[src/rtl/inst_rom_arbiter.sv]
// Weighted round-robin arbiter sharing one combinational instruction ROM between
// the IF-stage fetch (port 0, flushable) and the debug/loader read port (port 1).
module inst_rom_arbiter #(
  parameter int ADDR_W  = 32,
  parameter int DATA_W  = 32,
  parameter int WEIGHT0 = 4
) (
  input  logic              clk,
  input  logic              rst,
  input  logic              m0_req,
  input  logic [ADDR_W-1:0] m0_addr,
  input  logic              m0_flush,
  output logic              m0_gnt,
  output logic              m0_rvalid,
  output logic [DATA_W-1:0] m0_rdata,
  input  logic              m1_req,
  input  logic [ADDR_W-1:0] m1_addr,
  output logic              m1_gnt,
  output logic              m1_rvalid,
  output logic [DATA_W-1:0] m1_rdata,
  output logic              rom_ce,
  output logic [ADDR_W-1:0] rom_addr,
  input  logic [DATA_W-1:0] rom_inst
);

  localparam logic [3:0] WEIGHT_LIM = 4'(WEIGHT0);

  logic [3:0] cnt0;
  logic       pend0;
  logic       pend1;

  // Port 0 wins unless port 1 has already waited out WEIGHT0 port-0 grants.
  always_comb begin
    m0_gnt = 1'b0;
    m1_gnt = 1'b0;
    if (!rst) begin
      if (m0_req && (!m1_req || cnt0 != WEIGHT_LIM)) begin
        m0_gnt = 1'b1;
      end else if (m1_req) begin
        m1_gnt = 1'b1;
      end
    end
  end

  always_comb begin
    rom_ce   = m0_gnt | m1_gnt;
    rom_addr = '0;
    if (m0_gnt) begin
      rom_addr = m0_addr;
    end else if (m1_gnt) begin
      rom_addr = m1_addr;
    end
  end

  always_ff @(posedge clk) begin
    if (rst) begin
      pend0    <= 1'b0;
      pend1    <= 1'b0;
      m0_rdata <= '0;
      m1_rdata <= '0;
      cnt0     <= 4'd0;
    end else begin
      pend0 <= m0_gnt;
      pend1 <= m1_gnt;
      if (m0_gnt) begin
        m0_rdata <= rom_inst;
      end
      if (m1_gnt) begin
        m1_rdata <= rom_inst;
      end
      if (!m1_req || m1_gnt) begin
        cnt0 <= 4'd0;
      end else if (m0_gnt) begin
        cnt0 <= cnt0 + 4'd1;
      end
    end
  end

  // Masking with rst kills a response whose grant landed the cycle before reset.
  assign m0_rvalid = pend0 & ~m0_flush & ~rst;
  assign m1_rvalid = pend1 & ~rst;

endmodule

[config.mk]
export PLATFORM = sky130hd
export DESIGN_NAME = inst_rom_arbiter
export DESIGN_NICKNAME = d
export VERILOG_FILES = /design/src/rtl/inst_rom_arbiter.sv
export SDC_FILE = /design/constraint.sdc
export NUM_CORES = 1
export LEC_CHECK = 0
export ABC_AREA = 1
export CORE_MARGIN = 5
export CORE_UTILIZATION = 38
export CTS_CLUSTER_SIZE = 8
export DETAILED_ROUTE_END_ITERATION = 16
export PLACE_DENSITY = 0.78
export SLEW_MARGIN = 25
export SYNTH_ARGS = -nofsm -noshare
export SYNTH_HDL_FRONTEND = slang
export SYNTH_SLANG_ARGS = --single-unit
export TNS_END_PERCENT = 10
[constraint.sdc]
create_clock -name clk -period 2 [get_ports clk]
set_input_delay 0.4 -clock clk [delete_from_list [all_inputs] [get_ports clk]]
set_output_delay 0.4 -clock clk [all_outputs]
set_load 0.1 [all_outputs]
==> results <==
## cell usage in the layout (no fill, tap or decap), types with 3 or more instances in the layout
cell type,n
buf_12,44
buf_16,3
buf_4,82
buf_6,6
clkbuf_16,3
clkbuf_8,10
clkdlybuf4s50_1,98
dfxtp_1,68
inv_1,68
inv_2,6
nand2_1,129
nand2_2,33
nand3_1,57
nand3_2,9
nand4_1,32
nor2_1,101
nor2_4,3
## worst register-to-register path, stage by stage, from the launching register on
cell,delay [ns]
dfxtp_2,0.33
inv_2,0.06
ha_4,0.13
nand2_2,0.05
inv_2,0.06
nand2_4,0.07
nand2_8,0.09
buf_6,0.10
buf_6,0.10
buf_4,0.42
nand2_1,0.13
nand2_1,0.10
nor2_1,0.05
## repair_timing
| action | in CTS | in global routing |
|---|---|---|
| buffers inserted | 7 | 2 |
| resized for setup | 53 | 9 |
| endpoints found under the setup margin | 35 | 35 |
| pin swaps | 11 | 13 |
| cloned | 3 | 3 |
## layer usage
layer,GRT usage,up-vias
met5,0,-
met2,0.408,163
met4,0.0805,0
met3,0.0777,20
li1,-,2128
met1,0.234,1915
## cell type report
type / instances / area [um^2]
Clock buffer: 11 / 141
Clock inverter: 5 / 58.8
Fill cell: 687 / 2610
Inverter: 74 / 278
Multi-Input combinational cell: 374 / 1810
Sequential cell: 70 / 1400
Tap cell: 111 / 139
Timing Repair Buffer: 238 / 2720
## stage by stage
step | setup slack, ns | util
after floorplan | -0.205 | -
after global placement | -0.130 | 0.647
after detailed placement | -0.135 | 0.647
after CTS | -0.128 | 0.702
after global routing | -0.275 | 0.715
final | -0.173 | 0.715
## cell usage after synthesis (all sizes together)
library cell and instances:
buf 28, nor2 106, nand2 165, nand3 66, xnor2 1, nand4 32, inv 74, dfxtp 70
xor2 1, clkbuf 14, ha 2, a21oi 1
## power by group through the flow
stage / Clock [uW] / Sequential, uW / Combinational (uW)
floorplan: 0 / 2130 / 615
global placement: 0 / 1550 / 1820
detailed placement: 0 / 1560 / 1830
CTS: 1160 / 1530 / 1880
global route: 1230 / 1530 / 1970
finish: 1130 / 1530 / 1900
## kinds of logic (layout without fill, tap and decap cells)
group	count (synthesis)	in the layout	synth area share
AO/OA/AOI/OAI	1	1	0.00142
XOR/XNOR	2	2	0.00497
adder cells (fa/ha/maj)	2	2	0.00710
buffers and inverters	116	328	0.146
flip-flops	70	70	0.398
AND/OR/NAND/NOR	369	369	0.443
## registers in the layout (all words and copies together), names as in the netlist
name      flops
m1_rdata     32
cnt0          4
pend1         1
m0_rdata     32
pend0         1
## final timing paths
check / from / end / slack [ns] / cells after the start
worst max-delay path: cnt0[1] / rom_addr[19] / -0.17 / 11
worst max register to register: cnt0[1] / m0_rdata[29] / 0.20 / 12
worst min-delay path: m0_rdata[18] / m0_rdata[18] / 0.52 / 4
worst min register to register: m0_rdata[18] / m0_rdata[18] / 0.52 / 4
==> tab_implementation.tex <==
\begin{tabular}{lr}
\hline
Metric & Value \\
\hline
\multicolumn{2}{l}{\textbf{Critical path}} \\
\quad Buffering stage count on the worst path with inverters included & 5 \\
\quad Crit path cell chain & inv\_2 -> ha\_4 -> nand2\_2 -> inv\_2 -> nand2\_4 -> nand2\_8 -> buf\_4 -> buf\_6 -> nand3\_1 -> nand2\_2 -> buf\_12 \\
\quad Required @ worst endpoint & 1.60 ns \\
\quad Worst endpoint data arrival time & roughly 1.8 ns \\
\quad Maximum fanout along the worst path & 9 \\
\quad Cell class contributing the biggest share of worst-path delay & buffers and inverters \\
\quad Endpoint class of the critical path & output pin \\
\quad Element type at the critical path start & register \\
\quad Worst Path Class, Setup & reg2out \\
\quad Largest incremental delay on the critical path & around 0.33 ns \\
\quad Slowest cell on crit path & dfxtp\_2 \\
\multicolumn{2}{l}{\textbf{Clock tree}} \\
\quad Depth of the CTS H-tree & 3 \\
\quad Count of hold buffers inserted by post-cts repair & 0 \\
\quad Clock tree root driver cell & clkbuf\_8 \\
\quad Cts bufs inserted & 9 \\
\quad CTS max path bufs & 2 \\
\quad Clk Latency, worst-skew pair & roughly 0.33 ns \\
\quad CTS sink cnt & 70 \\
\quad Clock edge transition at the registers on the reported setup and hold paths & about 0.07 ns \\
\quad CTS tree & built \\
\multicolumn{2}{l}{\textbf{Floorplan}} \\
\quad Area of the core region & between 9000 and 10000 um\^{}2 \\
\quad Core Rows & 35 \\
\quad Die extent in x & $\sim$110 um \\
\quad Top-level port count & 202 \\
\quad Die area & about 11000 um\^{}2 \\
\quad Floorplan die height & roughly 110 um \\
\quad Starting density of the core & 0.385 \\
\multicolumn{2}{l}{\textbf{Flow run}} \\
\quad Number of maximum-capacitance constraint violations & 0 \\
\multicolumn{2}{l}{\textbf{Drt}} \\
\quad Routed wire length per instance & 15.1 um \\
\quad Final routed DRC violation total & 0 \\
\quad Drt total wl & 13.3 mm \\
\quad Via-to-Cell Ratio & approximately 4.8 \\
\quad Metal-1 WL & around 4.7 mm \\
\quad Violation count after the first detailed-routing iteration & 235 \\
\quad Total via count after detailed routing & $\sim$4200 \\
\quad Antenna viol nets, final & 0 \\
\quad Highest layer used for signal routing & met4 \\
\quad Detailed-routed wire length on met2 & around 7.2 mm \\
\quad Drt first pass iters & 5 \\
\quad Met3 wirelength from detailed routing & about 1.2 mm \\
\multicolumn{2}{l}{\textbf{Synthesis}} \\
\quad Sequential-to-total area share from yosys stat & 0.398 \\
\quad Flop and latch count out of synthesis & 70 \\
\quad Yosys warning total & 0 \\
\quad Area share of the largest cell type after synthesis & 0.398 \\
\quad Net count of the mapped netlist & 663 \\
\quad Gate count after technology mapping & 560 \\
\quad Count of cell types in the netlist & 18 \\
\quad Mapped Area & around 3500 um\^{}2 \\
\quad Cell types occupying the most area after synthesis & dfxtp\_1 (40\%), nand2\_1 (17\%), nor2\_1 (11\%), nand3\_1 (9.4\%), inv\_1 (7.8\%) \\
\quad Area leader, netlist & dfxtp\_1 \\
\quad Avg Inst Size Synth & between 6 and 7 um\^{}2 \\
\multicolumn{2}{l}{\textbf{Placement}} \\
\quad Placer Congestion & a little under 0.9 \\
\quad Quantity of I/O buffers inserted on ports & roughly 200 \\
\quad Placed cell count & around 850 \\
\quad Total cell area at the placement stage & slightly below 6000 um\^{}2 \\
\quad Detailed placer's ending HPWL & just over 9 mm \\
\multicolumn{2}{l}{\textbf{Global route}} \\
\quad Via count of the first global-routing pass & roughly 4200 \\
\quad Sum of overflow across all layers after global routing & 0 \\
\quad Combined global-route utilization of all metal layers & 0.223 \\
\quad Antenna violations before repair & 0 \\
\quad Maximum number of pins on one net before global-route repair & 58 \\
\quad First-pass GRT wire length & roughly 20 mm \\
\multicolumn{2}{l}{\textbf{Power}} \\
\quad LEAKAGE & 0.00315 uW \\
\quad Relative contribution of combinational cells to total power & 0.416 \\
\quad Portion of total power attributed to sequential cells & 0.335 \\
\quad Switching power share of the total & 0.409 \\
\quad Clock power share & 0.249 \\
\quad Pwr Density & 696 nW/um\^{}2 \\
\quad Sw Pwr & 1860 uW \\
\quad Max IR drop VDD & between 0.2 and 0.3 mV \\
\quad PnR Total Power & around 4600 uW \\
\quad Internal power component & 2690 uW \\
\multicolumn{2}{l}{\textbf{Layout}} \\
\quad Layout area overhead & 85.7\% \\
\quad Final std cells w/o fill & just under 900 \\
\quad Antenna diode count & 0 \\
\quad Final instance area & between 6000 and 7000 um\^{}2 \\
\quad Fraction of final layout cells sized beyond drive strength 1 & 0.277 \\
\quad Net count, final & 870 \\
\multicolumn{2}{l}{\textbf{STA}} \\
\quad Max\_slew headroom & 0.661 \\
\quad RSZ-0062 raised after global routing & yes \\
\quad Maximum frequency from static timing analysis & 460 MHz \\
\quad Min Clock Period, post-route & 2.17 ns \\
\quad Final Max Tran Viols & 0 \\
\quad Final setup violation count & 35 \\
\quad Final TNS setup & -4.28 ns \\
\quad Crit path setup slack, layout & -0.173 ns \\
\quad Final hold violation count & 0 \\
\quad Hold WS & approximately 0.52 ns \\
\quad Share of the clock period used by the worst path & 1.09 \\
\quad Worst clock skew & 0.00892 ns \\
\quad Transition time of the tightest slew-check pin & around 0.51 ns \\
\multicolumn{2}{l}{\textbf{Hold path}} \\
\quad Worst Hold Class & reg2reg \\
\multicolumn{2}{l}{\textbf{Run status}} \\
\quad Violated checks & setup timing \\
\quad Run status & finished, violations left \\
\hline
\end{tabular}
Power figures use the tool's default switching activity.
